--- config.mk ---
export PLATFORM = sky130hd
export DESIGN_NAME = fma16_resp_flat
export DESIGN_NICKNAME = d
export VERILOG_FILES = /design/src/rtl/fma16_resp_if.sv /design/src/rtl/fma16_resp.sv /design/src/flat_wrapper.sv
export SDC_FILE = /design/constraint.sdc
export NUM_CORES = 2
export LEC_CHECK = 0
export ABC_AREA = 1
export CORE_MARGIN = 2
export CORE_UTILIZATION = 43
export CTS_CLUSTER_SIZE = 24
export DETAILED_ROUTE_END_ITERATION = 16
export PLACE_DENSITY = 0.65
export SYNTH_ARGS = -nofsm -noshare
export SYNTH_HDL_FRONTEND = slang
export SYNTH_SLANG_ARGS = --single-unit
--- constraint.sdc ---
create_clock -name clk -period 33.9 [get_ports clk]
set_input_delay 6.78 -clock clk [delete_from_list [all_inputs] [get_ports clk]]
set_output_delay 6.78 -clock clk [all_outputs]
set_load 0.005 [all_outputs]
--- src/rtl/fma16_resp_if.sv ---
// Request/response bundle for fma16_resp. Optional checker signals exist only
// when FMA16_RESP_CHECK_EN is defined.
interface fma16_resp_if;
  logic        req_valid;
  logic        req_ready;
  logic [15:0] req_x;
  logic [15:0] req_y;
  logic [15:0] req_z;
  logic [7:0]  req_ctrl;
  logic        rsp_valid;
  logic        rsp_ready;
  logic [15:0] rsp_result;
  logic [3:0]  rsp_flags;
`ifdef FMA16_RESP_CHECK_EN
  logic [15:0] req_rexp;
  logic [3:0]  req_fexp;
  logic        rsp_mismatch;

  modport master (output req_valid, req_x, req_y, req_z, req_ctrl, req_rexp, req_fexp, rsp_ready,
                  input  req_ready, rsp_valid, rsp_result, rsp_flags, rsp_mismatch);
  modport slave  (input  req_valid, req_x, req_y, req_z, req_ctrl, req_rexp, req_fexp, rsp_ready,
                  output req_ready, rsp_valid, rsp_result, rsp_flags, rsp_mismatch);
`else
  modport master (output req_valid, req_x, req_y, req_z, req_ctrl, rsp_ready,
                  input  req_ready, rsp_valid, rsp_result, rsp_flags);
  modport slave  (input  req_valid, req_x, req_y, req_z, req_ctrl, rsp_ready,
                  output req_ready, rsp_valid, rsp_result, rsp_flags);
`endif
endinterface

--- src/rtl/fma16_resp.sv ---
// Valid/ready front end around a combinational binary16 FMA with an output FIFO.
// Define FMA16_RESP_CHECK_EN to add the expected-value checker and err_count.
module fma16 (
  input  logic [15:0] x,
  input  logic [15:0] y,
  input  logic [15:0] z,
  input  logic        mul,
  input  logic        add,
  input  logic        negp,
  input  logic        negz,
  input  logic [1:0]  roundmode,  // 00 rz, 01 rne, 10 rm, 11 rp
  output logic [15:0] result,
  output logic [3:0]  flags       // {invalid, overflow, underflow, inexact}
);
  logic [15:0] ye, ze;
  logic [4:0]  ex, ey, ez;
  logic [10:0] mx, my, mz;
  logic        x_nan, y_nan, z_nan, any_snan, x_inf, y_inf, z_inf, x_zero, y_zero;
  logic        sp, sz, sign, zsign, rup, inexact, to_inf;
  logic [83:0] pm, zm, mag, rem, half;
  logic [6:0]  p, lsb;
  logic [11:0] q;
  logic [16:0] bits;

  assign ye = mul ? y : 16'h3C00;
  assign ze = add ? z : 16'h0000;

  // Exact sum is formed as an integer scaled by 2^-48, then rounded once.
  always_comb begin
    x_nan    = (x[14:10] == 5'h1F) && (x[9:0] != 10'd0);
    y_nan    = (ye[14:10] == 5'h1F) && (ye[9:0] != 10'd0);
    z_nan    = (ze[14:10] == 5'h1F) && (ze[9:0] != 10'd0);
    any_snan = (x_nan && !x[9]) || (y_nan && !ye[9]) || (z_nan && !ze[9]);
    x_inf    = (x[14:10] == 5'h1F) && (x[9:0] == 10'd0);
    y_inf    = (ye[14:10] == 5'h1F) && (ye[9:0] == 10'd0);
    z_inf    = (ze[14:10] == 5'h1F) && (ze[9:0] == 10'd0);
    x_zero   = (x[14:0] == 15'd0);
    y_zero   = (ye[14:0] == 15'd0);
    sp       = x[15] ^ ye[15] ^ negp;
    sz       = ze[15] ^ negz;
    ex       = (x[14:10] == 5'd0) ? 5'd1 : x[14:10];
    ey       = (ye[14:10] == 5'd0) ? 5'd1 : ye[14:10];
    ez       = (ze[14:10] == 5'd0) ? 5'd1 : ze[14:10];
    mx       = {x[14:10] != 5'd0, x[9:0]};
    my       = {ye[14:10] != 5'd0, ye[9:0]};
    mz       = {ze[14:10] != 5'd0, ze[9:0]};
    pm       = (84'(mx) * 84'(my)) << (6'(ex) + 6'(ey) - 6'd2);
    zm       = 84'(mz) << (6'(ez) + 6'd23);
    if (sp == sz) begin
      mag = pm + zm;
      sign = sp;
    end else if (pm >= zm) begin
      mag = pm - zm;
      sign = sp;
    end else begin
      mag = zm - pm;
      sign = sz;
    end
    zsign = add ? ((sp == sz) ? sp : (roundmode == 2'b10)) : sp;
    p = 7'd0;
    for (int i = 0; i < 84; i++) begin
      if (mag[i]) p = 7'(i);
    end
    lsb     = (p >= 7'd34) ? p - 7'd10 : 7'd24;
    q       = 12'(mag >> lsb);
    rem     = mag & ((84'd1 << lsb) - 84'd1);
    half    = 84'd1 << (lsb - 7'd1);
    inexact = (rem != 84'd0);
    case (roundmode)
      2'b01:   rup = (rem > half) || ((rem == half) && q[0]);
      2'b10:   rup = sign && inexact;
      2'b11:   rup = !sign && inexact;
      default: rup = 1'b0;
    endcase
    // Mantissa carry propagates straight into the exponent field.
    bits   = {lsb - 7'd24, 10'd0} + 17'(q) + 17'(rup);
    to_inf = (roundmode == 2'b01) || ((roundmode == 2'b10) && sign) || ((roundmode == 2'b11) && !sign);

    result = 16'h7E00;
    flags  = 4'b0000;
    if (x_nan || y_nan || z_nan) begin
      flags[3] = any_snan;
    end else if ((x_inf && y_zero) || (x_zero && y_inf) || ((x_inf || y_inf) && z_inf && (sp != sz))) begin
      flags[3] = 1'b1;
    end else if (x_inf || y_inf) begin
      result = {sp, 15'h7C00};
    end else if (z_inf) begin
      result = {sz, 15'h7C00};
    end else if (mag == 84'd0) begin
      result = {zsign, 15'h0000};
    end else if (bits >= 17'h07C00) begin
      result = {sign, to_inf ? 15'h7C00 : 15'h7BFF};
      flags  = 4'b0101;
    end else begin
      result = {sign, bits[14:0]};
      flags  = {2'b00, inexact && (bits < 17'h00400), inexact};
    end
  end
endmodule

module fma16_resp #(
  parameter int DEPTH = 4
) (
  input  logic         clk,
  input  logic         reset,
`ifdef FMA16_RESP_CHECK_EN
  output logic [31:0]  err_count,
`endif
  output logic [31:0]  op_count,
  fma16_resp_if.slave  bus
);
  localparam int AW = $clog2(DEPTH);

  logic          s1_valid_reg;
  logic [15:0]   s1_x_reg, s1_y_reg, s1_z_reg;
  logic [5:0]    s1_ctrl_reg;
  logic [AW-1:0] wr_ptr_reg, rd_ptr_reg;
  logic [AW:0]   fifo_count_reg, fifo_count_next;
  logic [31:0]   op_count_reg;
  logic [15:0]   res_mem_reg [DEPTH];
  logic [3:0]    flg_mem_reg [DEPTH];
  logic [15:0]   fma_result;
  logic [3:0]    fma_flags;
  logic          accept, push, pop, unused_ctrl;

  assign unused_ctrl   = ^bus.req_ctrl[7:6];
  assign bus.req_ready = (int'(fifo_count_reg) + int'(s1_valid_reg)) < DEPTH;
  assign bus.rsp_valid = (fifo_count_reg != '0);
  assign accept        = bus.req_valid && bus.req_ready;
  assign push          = s1_valid_reg;
  assign pop           = bus.rsp_valid && bus.rsp_ready;
  assign op_count      = op_count_reg;

  fma16 u_fma16 (
    .x(s1_x_reg), .y(s1_y_reg), .z(s1_z_reg),
    .mul(s1_ctrl_reg[3]), .add(s1_ctrl_reg[2]), .negp(s1_ctrl_reg[1]), .negz(s1_ctrl_reg[0]),
    .roundmode(s1_ctrl_reg[5:4]), .result(fma_result), .flags(fma_flags)
  );

  always_comb begin
    fifo_count_next = fifo_count_reg;
    case ({push, pop})
      2'b10:   fifo_count_next = fifo_count_reg + 1'b1;
      2'b01:   fifo_count_next = fifo_count_reg - 1'b1;
      default: fifo_count_next = fifo_count_reg;
    endcase
  end

  always_ff @(posedge clk) begin
    if (reset) begin
      s1_valid_reg   <= 1'b0;
      wr_ptr_reg     <= '0;
      rd_ptr_reg     <= '0;
      fifo_count_reg <= '0;
      op_count_reg   <= '0;
    end else begin
      s1_valid_reg   <= accept;
      fifo_count_reg <= fifo_count_next;
      if (push) wr_ptr_reg <= wr_ptr_reg + 1'b1;
      if (pop) rd_ptr_reg <= rd_ptr_reg + 1'b1;
      if (accept) op_count_reg <= op_count_reg + 32'd1;
    end
  end

  // Datapath registers carry no reset; s1_valid and the FIFO count qualify them.
  always_ff @(posedge clk) begin
    if (accept) begin
      s1_x_reg    <= bus.req_x;
      s1_y_reg    <= bus.req_y;
      s1_z_reg    <= bus.req_z;
      s1_ctrl_reg <= bus.req_ctrl[5:0];
    end
    if (push) begin
      res_mem_reg[wr_ptr_reg] <= fma_result;
      flg_mem_reg[wr_ptr_reg] <= fma_flags;
    end
  end

  assign bus.rsp_result = res_mem_reg[rd_ptr_reg];
  assign bus.rsp_flags  = flg_mem_reg[rd_ptr_reg];

`ifdef FMA16_RESP_CHECK_EN
  logic [15:0] s1_rexp_reg;
  logic [3:0]  s1_fexp_reg;
  logic        mis_mem_reg [DEPTH];
  logic [31:0] err_count_reg;

  always_ff @(posedge clk) begin
    if (accept) begin
      s1_rexp_reg <= bus.req_rexp;
      s1_fexp_reg <= bus.req_fexp;
    end
    if (push) mis_mem_reg[wr_ptr_reg] <= (fma_result != s1_rexp_reg) || (fma_flags != s1_fexp_reg);
  end

  always_ff @(posedge clk) begin
    if (reset) err_count_reg <= '0;
    else if (pop && mis_mem_reg[rd_ptr_reg] && (err_count_reg != 32'hFFFF_FFFF))
      err_count_reg <= err_count_reg + 32'd1;
  end

  assign bus.rsp_mismatch = mis_mem_reg[rd_ptr_reg];
  assign err_count        = err_count_reg;
`endif
endmodule

--- src/flat_wrapper.sv ---
// flat-port wrapper written by rule: the top's interface ports become plain ports
module fma16_resp_flat 
#(
  parameter int DEPTH = 4
)
  (clk, reset, op_count, bus_req_valid, bus_req_x, bus_req_y, bus_req_z, bus_req_ctrl, bus_rsp_ready, bus_req_ready, bus_rsp_valid, bus_rsp_result, bus_rsp_flags);
  fma16_resp_if bus_i ();
  input  logic clk;
  input  logic reset;
  output logic [31:0] op_count;
  input wire logic [$bits(bus_i.req_valid)-1:0] bus_req_valid;
  input wire logic [$bits(bus_i.req_x)-1:0] bus_req_x;
  input wire logic [$bits(bus_i.req_y)-1:0] bus_req_y;
  input wire logic [$bits(bus_i.req_z)-1:0] bus_req_z;
  input wire logic [$bits(bus_i.req_ctrl)-1:0] bus_req_ctrl;
  input wire logic [$bits(bus_i.rsp_ready)-1:0] bus_rsp_ready;
  output wire logic [$bits(bus_i.req_ready)-1:0] bus_req_ready;
  output wire logic [$bits(bus_i.rsp_valid)-1:0] bus_rsp_valid;
  output wire logic [$bits(bus_i.rsp_result)-1:0] bus_rsp_result;
  output wire logic [$bits(bus_i.rsp_flags)-1:0] bus_rsp_flags;
  assign bus_i.req_valid = bus_req_valid;
  assign bus_i.req_x = bus_req_x;
  assign bus_i.req_y = bus_req_y;
  assign bus_i.req_z = bus_req_z;
  assign bus_i.req_ctrl = bus_req_ctrl;
  assign bus_i.rsp_ready = bus_rsp_ready;
  assign bus_req_ready = bus_i.req_ready;
  assign bus_rsp_valid = bus_i.rsp_valid;
  assign bus_rsp_result = bus_i.rsp_result;
  assign bus_rsp_flags = bus_i.rsp_flags;
  fma16_resp #(.DEPTH(DEPTH)) u_core (.clk(clk), .reset(reset), .op_count(op_count), .bus(bus_i));
endmodule
==> flow_metrics.env <==
export IMPL_pin_count=114
export IMPL_fin_crit_ps=26200
export IMPL_syn2layout_area_growth_pct=6.24
export IMPL_fin_ws_ps=7700
export IMPL_grt_use_total_pct=39.5
export IMPL_tns_ps=0
export IMPL_fillers=11200
export IMPL_min_path_type="register to register"
export IMPL_start_util_pct=43.3
export IMPL_drtIter0Drc=7546
export IMPL_ys_seq_area_share_pct=11.2
export IMPL_cp_slowest_cell="nor4_1"
export IMPL_drv_cap=0
export IMPL_fin_area_um2=46000
export IMPL_synth_adder_area_share_pct=15.3
export IMPL_hold_buffers=0
export IMPL_critPathMaxFanout=65
export IMPL_period_share_pct=77.3
export IMPL_htreeDepth=4
export IMPL_status="finished, final reports clean"
export IMPL_largest_reg_flops=64
export IMPL_firstDrtPassIters=7
export IMPL_crit_path_frequent_cell="nor2_1"
export IMPL_multi_input_area_um2=32100
export IMPL_grt_first_pass_wirelength_um=305000
export IMPL_clkTransAtPathRegs_ps=70
export IMPL_num_rows=116
export IMPL_pre_cts_slack_ps=8850
export IMPL_ff2ff_path_depth=129
export IMPL_cts_setup_buffers=0
export IMPL_worstPathRequired_ps=34110
export IMPL_fin_nets=8204
export IMPL_fmax_mhz=38.2
export IMPL_syn_cell_area_um2=43300
export IMPL_antenna_found_initial=10
export IMPL_layout_common_cells="1,824 x nand2_1, 1,310 x inv_1, 1,075 x nor2_1"
export IMPL_yosysTopAreaCellShare_pct=15.8
export IMPL_grt_pass1_vias=47100
export IMPL_worstSetupPathType="register to register"
export IMPL_arrival_ps=26420
export IMPL_synth_top_area_cell="nand2_1"
export IMPL_relSlewSlack_pct=10.2
export IMPL_synth_simple_gate_area_share_pct=36.8
export IMPL_vias=51900
export IMPL_final_common_cell="nand2_1"
export IMPL_cts_root_buf="clkbuf_16"
export IMPL_cts_num_sinks=176
export IMPL_syn_inst=7670
export IMPL_gp_congestion=1.21
export IMPL_hpwl_um=178000
export IMPL_maxSlewViolCount=0
export IMPL_worst_slew_pin_slew_ps=1340
export IMPL_regToRegSetupSlack_ps=7700
export IMPL_die_h_um=321
export IMPL_cts_resized=0
export IMPL_synthXorXnorAreaFrac_pct=2.42
export IMPL_fin_worst_skew_ps=25.5
export IMPL_cp_slowest_stage_delay_ps=1000
export IMPL_synthFlopType="edfxtp_1"
export IMPL_worstSetupEndpointType="register"
export IMPL_dpl_cell_area_um2=45300
export IMPL_worst_r2r_endpoint="u_core.res_mem_reg[0][9]$_DFFE_PP_"
export IMPL_drc=0
export IMPL_r2r_start="u_core.s1_ctrl_reg[3]$_DFFE_PP_"
export IMPL_hold_depth=2
export IMPL_synthMuxAreaShare_pct=0.116
export IMPL_cts_made_buffers=25
export IMPL_hold_violations=0
export IMPL_dieArea_um2=103000
export IMPL_cp_start_kind="register"
export IMPL_drt_wl_total_um=211000
export IMPL_synth_warnings=0
export IMPL_syn_avg_cell_area_um2=5.65
export IMPL_synth_top_family_by_area="simple AND/OR/NAND/NOR gates"
export IMPL_synth_compound_area_share_pct=19.1
export IMPL_overflow=0
export IMPL_synth_cell_type_count=92
export IMPL_hold_start="u_core.rd_ptr_reg[1]$_SDFFE_PP0P_"
export IMPL_grt_max_degree=66
export IMPL_portBuffers=111
export IMPL_design_core_area_um2=100000
export IMPL_synth_edf_count=134
export IMPL_via_per_inst=5.79
export IMPL_ys_ff_latch=176
export IMPL_rsz0062_at_grt="no"
export IMPL_die_width_um=321
export IMPL_seqCellArea_um2=4860
export IMPL_setup_viol_count_final=0
export IMPL_synth_area_leaders="nand2_1 16%, inv_1 11%, ha_1 11%"
export IMPL_async_flop_share_pct=0
export IMPL_cts_buffer_depth=3
export IMPL_ant_nets=0
export IMPL_cts_tree="done"
export IMPL_routedWlPerCell_um=23.5
export IMPL_clock_latency_ps=500
export IMPL_drive_gt1_share_pct=3.39
[metal layers]
layer | up-vias | GRT usage [%] | part of all wire [%]
met2 | 2946 | 57.7 | 40
met3 | 482 | 10.8 | 12
met1 | 23900 | 53.6 | 42
li1 | 24600 | - | -
met4 | 14 | 18.1 | 5.4
met5 | - | 0 | 0.047
[logic make-up (layout without fill, tap and decap cells)]
| kind of cell | Yosys count | count (layout) |
|---|---|---|
| simple gates | 3804 | 3804 |
| mux | 5 | 5 |
| other cells | 2 | 58 |
| flops | 176 | 176 |
| compound gates | 1472 | 1472 |
| xor+xnor | 114 | 114 |
| fa+ha+maj | 478 | 478 |
| buf+inv | 1619 | 1568 |
[through the flow]
stage	utilization, %	cells	hold WS, ps
after floorplan	-	7723	436
after global placement	45.3	8937	456
after detailed placement	45.3	8937	467
after CTS	46.0	8970	478
after global routing	46.0	8970	495
final	46.0	8973	473
[layout make-up]
class,instances,share of cell area (%)
Antenna cell,3,0.0163
Inverter,1377,11.3
Timing Repair Buffer,158,3.21
Sequential cell,176,10.6
Tap cell,1298,3.53
Clock inverter,5,0.0816
Clock buffer,28,1.43
Multi-Input combinational cell,5928,69.9
[synthesized netlist by cell type, drive strengths merged, types with 25 or more instances]
library cell,n
a31oi,45
nor2,1103
nand2,1865
xor2,98
dfxtp,42
o21a,50
nor4,25
inv,1364
a21oi,617
fa,85
edfxtp,134
o22ai,52
o211ai,27
o21ai,542
buf,110
clkbuf,129
ha,393
nor3,75
nand3,612
nand4,75
[worst max path at each step]
stage | from | end
after global routing | u_core.s1_ctrl_reg[3]$_DFFE_PP_ | u_core.flg_mem_reg[3][1]$_DFFE_PP_
after detailed placement | u_core.s1_ctrl_reg[3]$_DFFE_PP_ | u_core.res_mem_reg[2][9]$_DFFE_PP_
after floorplan | u_core.s1_ctrl_reg[3]$_DFFE_PP_ | u_core.res_mem_reg[0][10]$_DFFE_PP_
final | u_core.s1_ctrl_reg[3]$_DFFE_PP_ | u_core.res_mem_reg[0][9]$_DFFE_PP_
after CTS | u_core.s1_ctrl_reg[3]$_DFFE_PP_ | u_core.res_mem_reg[0][9]$_DFFE_PP_
after global placement | u_core.s1_ctrl_reg[3]$_DFFE_PP_ | u_core.res_mem_reg[0][9]$_DFFE_PP_
[worst max-delay path, delay by kind of cell, from the launching register on]
| family | cells | cell delay (ps) |
|---|---|---|
| compound gates | 11 | 1690 |
| xor+xnor | 1 | 350 |
| fa+ha+maj | 12 | 4540 |
| buf+inv | 18 | 3980 |
| flops | 1 | 660 |
| simple gates | 87 | 14560 |
Power is left out: the tool's default activity adds up to more than one toggle a clock period on the data nets, which glitch-free logic cannot reach.
